### config.mk
export PLATFORM = sky130hd
export DESIGN_NAME = uart_tx
export DESIGN_NICKNAME = d
export VERILOG_FILES = /design/src/rtl/uart_tx.sv
export SDC_FILE = /design/constraint.sdc
export NUM_CORES = 1
export LEC_CHECK = 0
export ABC_CLOCK_PERIOD_IN_PS = 4300
export BUFFER_PORTS_ARGS = -buffer_cell sky130_fd_sc_hd__buf_2
export CELL_PAD_IN_SITES_DETAIL_PLACEMENT = 1
export CELL_PAD_IN_SITES_GLOBAL_PLACEMENT = 2
export CORE_MARGIN = 2
export CORE_UTILIZATION = 40
export CTS_CLUSTER_DIAMETER = 40
export CTS_CLUSTER_SIZE = 12
export DETAILED_ROUTE_END_ITERATION = 10
export PLACE_DENSITY_LB_ADDON = 0.1
export SLEW_MARGIN = 20
export SYNTH_ARGS = -nofsm -noshare
export SYNTH_HDL_FRONTEND = slang
export SYNTH_SLANG_ARGS = --single-unit
### constraint.sdc
create_clock -name clock -period 4.3 [get_ports clock]
set_input_delay 0.215 -clock clock [delete_from_list [all_inputs] [get_ports clock]]
set_output_delay 0.215 -clock clock [all_outputs]
set_load 0.02 [all_outputs]
### src/rtl/uart_tx.sv
// rtl/uart_tx.sv - 8N1 UART transmitter with byte FIFO and runtime baud period
module uart_tx #(
    parameter int DEPTH = 4,
    parameter int CPB_W = 15
) (
    input  logic                     clock,
    input  logic                     reset,
    input  logic [CPB_W-1:0]         clks_per_bit_i,
    input  logic                     in_valid_i,
    input  logic [7:0]               in_data_i,
    output logic                     in_ready_o,
    output logic                     tx_o,
    output logic                     busy_o,
    output logic                     tx_done_o,
    output logic [$clog2(DEPTH):0]   fifo_count_o
);

    localparam int PTR_W = $clog2(DEPTH);
    localparam int CNT_W = PTR_W + 1;

    typedef enum logic [1:0] {
        IDLE  = 2'd0,
        START = 2'd1,
        DATA  = 2'd2,
        STOP  = 2'd3
    } state_t;

    logic [7:0]       mem [DEPTH];
    logic [PTR_W-1:0] wr_ptr;
    logic [PTR_W-1:0] rd_ptr;
    logic [CNT_W-1:0] count;
    logic [CNT_W-1:0] count_next;

    state_t           state;
    state_t           state_next;

    logic [CPB_W-1:0] cpb_eff;
    logic [CPB_W-1:0] cpb_lat;
    logic [CPB_W-1:0] baud_cnt;
    logic [2:0]       bit_idx;
    logic [7:0]       shift;

    logic             push;
    logic             pop;
    logic             fifo_empty;
    logic             bit_end;

    // A period below two cycles cannot be counted down, so clamp it
    assign cpb_eff    = (clks_per_bit_i < CPB_W'(2)) ? CPB_W'(2) : clks_per_bit_i;
    assign fifo_empty = (count == '0);
    assign push       = in_valid_i & in_ready_o;
    assign bit_end    = (baud_cnt == '0);
    assign fifo_count_o = count;

    // Occupancy after this edge; ready already blocks pushes while full
    always_comb begin
        count_next = count;
        case ({push, pop})
            2'b10:   count_next = count + CNT_W'(1);
            2'b01:   count_next = count - CNT_W'(1);
            default: count_next = count;
        endcase
    end

    // FIFO pointers, occupancy and registered status flags
    always_ff @(posedge clock or posedge reset) begin
        if (reset) begin
            wr_ptr     <= '0;
            rd_ptr     <= '0;
            count      <= '0;
            in_ready_o <= 1'b1;
            busy_o     <= 1'b0;
        end else begin
            if (push) wr_ptr <= wr_ptr + PTR_W'(1);
            if (pop)  rd_ptr <= rd_ptr + PTR_W'(1);
            count      <= count_next;
            in_ready_o <= (count_next != CNT_W'(DEPTH));
            busy_o     <= (state_next != IDLE) || (count_next != '0);
        end
    end

    // FIFO storage; contents are don't-care after a flush
    always_ff @(posedge clock) begin
        if (push) mem[wr_ptr] <= in_data_i;
    end

    // FSM state register
    always_ff @(posedge clock or posedge reset) begin
        if (reset) state <= IDLE;
        else       state <= state_next;
    end

    // FSM next state; a pop happens on frame entry from IDLE or straight out of STOP
    always_comb begin
        state_next = state;
        pop        = 1'b0;
        case (state)
            IDLE: begin
                if (!fifo_empty) begin
                    pop        = 1'b1;
                    state_next = START;
                end
            end
            START: begin
                if (bit_end) state_next = DATA;
            end
            DATA: begin
                if (bit_end && (bit_idx == 3'd7)) state_next = STOP;
            end
            STOP: begin
                if (bit_end) begin
                    if (!fifo_empty) begin
                        pop        = 1'b1;
                        state_next = START;
                    end else begin
                        state_next = IDLE;
                    end
                end
            end
            default: state_next = IDLE;
        endcase
    end

    // FSM outputs: line level per state and end-of-stop pulse
    always_comb begin
        tx_o      = 1'b1;
        tx_done_o = 1'b0;
        case (state)
            IDLE:    tx_o = 1'b1;
            START:   tx_o = 1'b0;
            DATA:    tx_o = shift[0];
            STOP: begin
                tx_o      = 1'b1;
                tx_done_o = bit_end;
            end
            default: tx_o = 1'b1;
        endcase
    end

    // Bit timing and shift register; period is captured once per frame
    always_ff @(posedge clock or posedge reset) begin
        if (reset) begin
            cpb_lat  <= CPB_W'(2);
            baud_cnt <= '0;
            bit_idx  <= '0;
            shift    <= '0;
        end else if (pop) begin
            shift    <= mem[rd_ptr];
            cpb_lat  <= cpb_eff;
            baud_cnt <= cpb_eff - CPB_W'(1);
            bit_idx  <= '0;
        end else if (state != IDLE) begin
            if (bit_end) begin
                baud_cnt <= cpb_lat - CPB_W'(1);
                if (state == DATA) begin
                    bit_idx <= bit_idx + 3'd1;
                    shift   <= {1'b0, shift[7:1]};
                end
            end else begin
                baud_cnt <= baud_cnt - CPB_W'(1);
            end
        end
    end

endmodule

== Yosys cells after proc, flatten, opt, wreduce, memory -nomap -nowiden ==
Memories as Yosys holds them, arrays and structs flattened.
Cells that the tools add are included.

* Add/subtract/negate cells: 8
* Muxes and demuxes: 26
* Bitwise gates (word level): 1
* Reduce and logical (&&, ||, !) cells: 13
* Multiply operators: 0
* Shift operators: 0
* Divide/modulo/power cells: 0
* Equal/unequal tests: 7
* Magnitude comparators: 1

{| class="wikitable"
|+ Operators with widths
! operator !! number
|-
| 15-bit 2-to-1 mux || 4
|-
| 15-bit by 1-bit subtractor with 15-bit output, second input constant || 3
|-
| 8-bit 2-to-1 mux || 4
|-
| 15-bit logical NOT || 1
|-
| 15-bit by 2-bit < comparator with 1-bit output, second input constant || 1
|-
| 3-bit 2-to-1 mux || 4
|-
| 2-bit nonzero test || 5
|-
| 2-bit 2-to-1 mux || 4
|-
| 2-bit case mux with 4 select lines || 1
|-
| 3-bit by 1-bit adder with 3-bit output, second input constant || 2
|-
| 2-bit == test, second input constant || 3
|-
| 1-bit 2-to-1 mux || 6
|-
| 3-bit case mux with 2 select lines || 1
|-
| 2-bit by 1-bit adder with 2-bit output, second input constant || 2
|-
| 2-bit by 1-bit == test with 1-bit output, second input constant || 2
|-
| 3-bit == test, second input constant || 1
|-
| 3-bit logical NOT || 1
|-
| 3-bit inequality test, second input constant || 1
|-
| 1-bit case mux with 3 select lines || 1
|-
| 3-bit AND reduction || 1
|-
| 3-bit nonzero test || 1
|-
| 3-bit by 1-bit subtractor with 3-bit output, second input constant || 1
|-
| 2-bit logical NOT || 1
|-
| 1-bit case mux with 2 select lines || 1
|-
| other kinds (4) || 4
|}

* Memories: 1
* Memory bits (writable): 32
* Bits of input ports: 26
* Word-level logic and storage cells: 67
* Bits in registers: 52
* Bits in latches: 0
* Memory bits (read-only): 0

{| class="wikitable"
|+ Memory list
! name !! depth !! width !! read ports !! clocked after Yosys merged registers in !! wr ports !! line !! text
|-
| mem || 4 || 8 || 1 || 0 || 1 || 28 || <nowiki>logic [7:0] mem [DEPTH];</nowiki>
|}

== Depth between registers and ports, before layout ==
* Word-level depth: 8
* Gate-level depth with buffers: 14
* Depth with buffers taken out: 13

== Least setup slack after synthesis ==
Ideal clock, no wire load.

* Path kind: reg-to-reg
* Start: reg state[0]
* End: reg busy_o
* Setup time: 139 ps
* Buffers on the path: 2
* Data arrival time: 3500 ps
* Clock period less this slack: 3638 ps
* Setup slack: 662 ps
* Cell stages (with the launch flop): 14
* Cell sequence: dfrtp_1 > inv_1 > ha_1 > nand2b_1 > nor2_2 > a31oi_4 > inv_2 > clkbuf_1 > buf_1 > ha_1 > fa_1 > mux2_2 > nor2_1 > or4b_1

* Word-level cells in the longest chain between the ends: 6

{| class="wikitable"
|+ Ends and longest elaborated chain
! element !! line !! text
|-
| start: declaration || 34 || <nowiki>state_t state;</nowiki>
|-
| start signal: assignment || 90 || <nowiki>else state <= state_next;</nowiki>
|-
| 2-bit == test or 2-bit logical NOT (tied branches) || 97 || <nowiki>case (state)</nowiki>
|-
| 1-bit case mux with 2 select lines * || 97 ||
|-
| 2-bit by 1-bit == test with 1-bit output or 2-bit == test (tied branches) || 58 || <nowiki>case ({push, pop})</nowiki>
|-
| 3-bit case mux with 2 select lines * || 58 ||
|-
| via count_next[1] || 32 || <nowiki>logic [CNT_W-1:0] count_next;</nowiki>
|-
| 3-bit nonzero test * || 78 || <nowiki>busy_o <= (state_next != IDLE) || (count_next != '0);</nowiki>
|-
| 1-bit logical OR * || 78 ||
|-
| end signal: assignment || 78 ||
|-
| end: declaration || 13 || <nowiki>output logic busy_o,</nowiki>
|}

Mark *: on every way through the listed nets, which the timed path passes. The rest lies on a longest branch.
A chain may end at the register's enable or synchronous reset.

== Worst setup path in the final report ==
* Start: reg state[1]
* End: reg baud_cnt[14]

* Word-level cells in the longest chain between the ends: 3

{| class="wikitable"
|+ Ends and longest elaborated chain
! element !! line !! text
|-
| 2-bit == test or 2-bit logical NOT (tied branches) || 97 ||
|-
| 1-bit case mux with 2 select lines || 97 ||
|-
| 15-bit 2-to-1 mux or 2-bit nonzero test (tied branches) || - ||
|-
| end signal: assignment || 150 || <nowiki>baud_cnt <= cpb_eff - CPB_W'(1);</nowiki>
|-
| end signal: assignment || 154 || <nowiki>baud_cnt <= cpb_lat - CPB_W'(1);</nowiki>
|-
| end signal: assignment || 160 || <nowiki>baud_cnt <= baud_cnt - CPB_W'(1);</nowiki>
|-
| end: declaration || 39 || <nowiki>logic [CPB_W-1:0] baud_cnt;</nowiki>
|}

Several ways; a longest one is shown, not always the timed one.

==> results_tabular.tex <==
\begin{tabular}{lr}
\hline
Metric & Value \\
\hline
\multicolumn{2}{l}{\textbf{Placed design}} \\
\quad Count of input and output buffers & 32 \\
\quad Number of placed instances with taps included & 568 \\
\quad Detailed placement HPWL & 8.26 mm \\
\quad Routability-driven placement congestion ratio & 0.824 \\
\multicolumn{2}{l}{\textbf{STA}} \\
\quad Slew of the pin with the lowest slew margin & 1.00 ns \\
\quad Final period util & 0.817 \\
\quad Final-report setup violation count & 0 \\
\quad Sum Neg Setup Slack & 0 ns \\
\quad Number of endpoints with negative hold slack in the final report & 7 \\
\quad Minimum period implied by the final worst setup slack & 3.51 ns \\
\quad Slew HR & 0.331 \\
\quad Peak Freq & 285 MHz \\
\quad Final max-slew violation count & 0 \\
\quad Unrepaired setup endpoints after global routing & no \\
\quad Worst-case clock skew & 0.0147 ns \\
\quad Worst hold-check slack & -0.0109 ns \\
\multicolumn{2}{l}{\textbf{Finish}} \\
\quad Antenna diode instance count & 0 \\
\quad Layout Area Growth over Synthesis & 11.2\% \\
\quad Number of nets in the finished design & 480 \\
\quad Fraction of layout instances using a drive strength above 1 & 0.200 \\
\quad Final cell count without fillers & 584 \\
\multicolumn{2}{l}{\textbf{Clocking}} \\
\quad Hold bufs inserted after CTS & 0 \\
\quad Post-CTS repair timing setup buffer count & 0 \\
\quad Num CTS Buffers & 9 \\
\quad TritonCTS clock tree & done \\
\quad Clock latency reported for the late side of the worst-skew pair & 0.38 ns \\
\quad Clock root buffer master & sky130\_fd\_sc\_hd\_\_clkbuf\_8 \\
\quad Worst-path clk slew & 0.10 ns \\
\quad Clock sink count & 84 \\
\quad Number of cells upsized or downsized after cts & 0 \\
\quad Number of buffers between clock root and the deepest sink & 2 \\
\quad Number of levels the H-tree was split into & 3 \\
\multicolumn{2}{l}{\textbf{Yosys}} \\
\quad Part of the Yosys area used for sequential elements & 0.507 \\
\quad Synth Area per Inst & 10.9 µm² \\
\quad Yosys Warn Count & 0 \\
\quad Distinct cells, synth & 64 \\
\quad Top post-synthesis cells by area & sky130\_fd\_sc\_hd\_\_dfrtp\_1, sky130\_fd\_sc\_hd\_\_edfxtp\_1, sky130\_fd\_sc\_hd\_\_nand2\_1 \\
\quad Proportion of netlist area held by the largest area contributor & 0.280 \\
\quad Ys flop type & sky130\_fd\_sc\_hd\_\_dfrtp\_1 \\
\quad Synthesized Nets & 451 \\
\quad Flop and latch count out of synthesis & 84 \\
\quad Async set or reset register ratio after synthesis & 0.619 \\
\quad Post-synth EDFFs & 32 \\
\quad Post-synthesis cell area & 4470 µm² \\
\quad Post-synthesis cell type with the largest combined area & sky130\_fd\_sc\_hd\_\_dfrtp\_1 \\
\quad Cell count after synthesis & 410 \\
\multicolumn{2}{l}{\textbf{GRT}} \\
\quad Overflow left after global routing & 0 \\
\quad Wire length of the first global-routing pass & 18.2 mm \\
\quad Pin count of the biggest net entering global routing & 53 \\
\quad Number of global-route vias before repair & 3429 \\
\quad GRT Resource Usage Total & 0.208 \\
\quad Initial antenna violation count & 0 \\
\multicolumn{2}{l}{\textbf{Critical path}} \\
\quad Signal arrival time at the worst endpoint & 3.82 ns \\
\quad Cell repeated most along the worst path & sky130\_fd\_sc\_hd\_\_ha\_1 \\
\quad Crit path capture type & flop \\
\quad Cells along the critical path & inv\_1 -> ha\_1 -> nand2b\_1 -> nor2\_4 -> a31oi\_4 -> inv\_2 -> nand2\_1 -> o21ai\_0 -> ha\_1 -> nand3\_2 -> or4\_1 -> a31oi\_1 \\
\quad Critical path's slowest cell & sky130\_fd\_sc\_hd\_\_or4\_1 \\
\quad Cell type group with the largest total delay on the critical path & simple AND/OR/NAND/NOR gates \\
\quad Maximum fanout encountered on the critical timing path & 19 \\
\quad Critical path class & flop to flop \\
\quad Critical path's largest stage delay & 0.57 ns \\
\quad Required time at the worst-slack endpoint & 4.61 ns \\
\quad CP bufs+invs & 2 \\
\quad Startpoint Class & flop \\
\multicolumn{2}{l}{\textbf{Routing}} \\
\quad Total wire length after detailed routing & 11.4 mm \\
\quad Initial drt markers & 99 \\
\quad Residual antenna-violating net count after detailed routing & 0 \\
\quad Number of detailed-route iterations in the first pass & 4 \\
\quad Vias & 3245 \\
\quad Post-route DRC violation count & 0 \\
\quad Post-detailed-route wirelength per cell & 19.4 µm \\
\quad Average vias per placed instance & 5.56 \\
\multicolumn{2}{l}{\textbf{Floorplan}} \\
\quad Number of cell rows & 38 \\
\quad Core area & 10900 µm² \\
\quad Die Span X & 110 µm \\
\quad Die Area & 12000 µm² \\
\quad Initial Utilization & 0.410 \\
\quad Boundary pin count & 33 \\
\quad Die Y-Extent & 110 µm \\
\multicolumn{2}{l}{\textbf{Outcome}} \\
\quad Failing checks & negative hold slack \\
\quad Result of the run & finished with violations \\
\multicolumn{2}{l}{\textbf{Power}} \\
\quad Psw & 1390 µW \\
\quad Clock group share of total power & 0.185 \\
\quad Power Internal & 2030 µW \\
\quad Relative contribution of sequential cells to total power & 0.401 \\
\quad Comb power frac & 0.414 \\
\quad Sw frac & 0.406 \\
\quad Static leakage power & 0.00194 µW \\
\quad VDD IR max & 0.277 mV \\
\quad Power Dens Cells & 689 nW/µm² \\
\multicolumn{2}{l}{\textbf{Flow run}} \\
\quad Number of max-cap violations & 0 \\
\multicolumn{2}{l}{\textbf{Worst hold path}} \\
\quad HP Class & primary input to asynchronous set/reset pin \\
\hline
\end{tabular}
## cells in the mapped netlist, drive strengths merged (3+ instances only)
library cell / number
o21a: 5
o32ai: 4
inv: 10
nand2: 78
clkbuf: 10
buf: 9
o31ai: 9
xnor2: 12
and3: 6
mux4: 8
mux2i: 12
nand3: 10
or4: 4
mux2: 4
nor2: 27
nand4: 5
edfxtp: 32
nor4: 5
a211oi: 3
a22oi: 3
a21oi: 18
nor3: 13
a31oi: 8
dfrtp: 50
o21ai: 24
ha: 14
## final cells by class
| class | count | area [µm²] |
|---|---|---|
| clock inverter | 6 | 88.8 |
| sequential | 84 | 2260 |
| multi-input combinational | 297 | 2070 |
| fill | 1190 | 5920 |
| inverter | 10 | 37.5 |
| timing repair buffer | 37 | 198 |
| clock buffer | 10 | 128 |
| tap | 140 | 175 |
## through the flow
stage	setup WS, ns	total power (µW)	instance area (µm²)	hold WS (ns)	utilization
after floorplan	0.662	2420	4470	0.314	-
after detailed placement	0.806	2820	4750	0.431	0.436
after CTS	0.785	3460	4960	0.0316	0.456
final	0.787	3420	4960	-0.0109	0.456
after global routing	0.601	3670	4960	0.0438	0.456
after global placement	0.945	2770	4750	0.427	0.436
## worst reg2reg max path, cell delays in order (launching register included)
cell and delay, ns:
sky130_fd_sc_hd__dfrtp_1 0.41, sky130_fd_sc_hd__inv_1 0.15, sky130_fd_sc_hd__ha_1 0.32, sky130_fd_sc_hd__nand2b_1 0.27, sky130_fd_sc_hd__nor2_4 0.29, sky130_fd_sc_hd__a31oi_4 0.06
sky130_fd_sc_hd__inv_2 0.35, sky130_fd_sc_hd__nand2_1 0.13, sky130_fd_sc_hd__o21ai_0 0.30, sky130_fd_sc_hd__ha_1 0.31, sky130_fd_sc_hd__nand3_2 0.12, sky130_fd_sc_hd__or4_1 0.57
sky130_fd_sc_hd__a31oi_1 0.18
## cell families (layout without fill, tap and decap cells)
kind of cell    after synthesis  count (layout)  synth area share
compound gates               85              85             0.140
xor+xnor                     14              14            0.0275
fa+ha+maj                    15              15            0.0437
buf+inv                      29              63            0.0300
flops                        84              84             0.507
mux                          24              24            0.0801
simple gates                159             159             0.171
## cell usage in the layout, fill, tap and decap left out, types with 5 or more instances in the layout
cell type                   n
sky130_fd_sc_hd__nor3_1    12
sky130_fd_sc_hd__mux4_2     8
sky130_fd_sc_hd__o31ai_1    6
sky130_fd_sc_hd__o21ai_0   22
sky130_fd_sc_hd__xnor2_1   12
sky130_fd_sc_hd__ha_1      14
sky130_fd_sc_hd__o21a_1     5
sky130_fd_sc_hd__a31oi_1    7
sky130_fd_sc_hd__nor2_1    25
sky130_fd_sc_hd__nand2_1   77
sky130_fd_sc_hd__nand3_1    9
sky130_fd_sc_hd__edfxtp_1  32
sky130_fd_sc_hd__buf_4      5
sky130_fd_sc_hd__a21oi_1   17
sky130_fd_sc_hd__clkbuf_8   9
sky130_fd_sc_hd__inv_1      8
sky130_fd_sc_hd__mux2i_1   11
sky130_fd_sc_hd__buf_2     32
sky130_fd_sc_hd__and3_1     6
sky130_fd_sc_hd__dfrtp_1   50
## flip-flops by register name, indices dropped and copies added (netlist names)
name,cells
cpb_lat,15
rd_ptr,2
fifo_count_o,3
in_ready_o,1
state,2
wr_ptr,2
mem,32
bit_idx,3
shift,8
busy_o,1
baud_cnt,15
## routing by layer
layer | global-route usage | up-vias | wire length, µm | share of wire
li1 | - | 1548 | - | -
met2 | 0.360 | 45 | 5780 | 0.51
met1 | 0.254 | 1637 | 5040 | 0.44
met5 | 0 | - | 0 | 0
met4 | 0.0922 | 0 | 251 | 0.022
met3 | 0.0332 | 15 | 277 | 0.024
## final timing paths
path | end | from | depth (start not counted) | slack [ns]
worst max-delay path | baud_cnt[14] | state[1] | 12 | 0.79
worst min-delay path | cpb_lat[5] | reset | 3 | -0.01
worst max register to register | baud_cnt[14] | state[1] | 12 | 0.79
worst min register to register | cpb_lat[14] | cpb_lat[14] | 2 | 0.48
max in group asynchronous | bit_idx[2] | reset | 3 | 3.80
min in group clock | mem[2][3] | in_data_i[3] | 1 | 0.06
## power groups by stage
stage	Clock (µW)	Sequential, µW	Combinational (µW)
CTS	650	1380	1430
detailed placement	0	1390	1420
global placement	0	1380	1390
floorplan	0	1310	1110
global route	677	1410	1580
finish	631	1370	1420
Note: power is estimated with default switching activity, not from simulation.
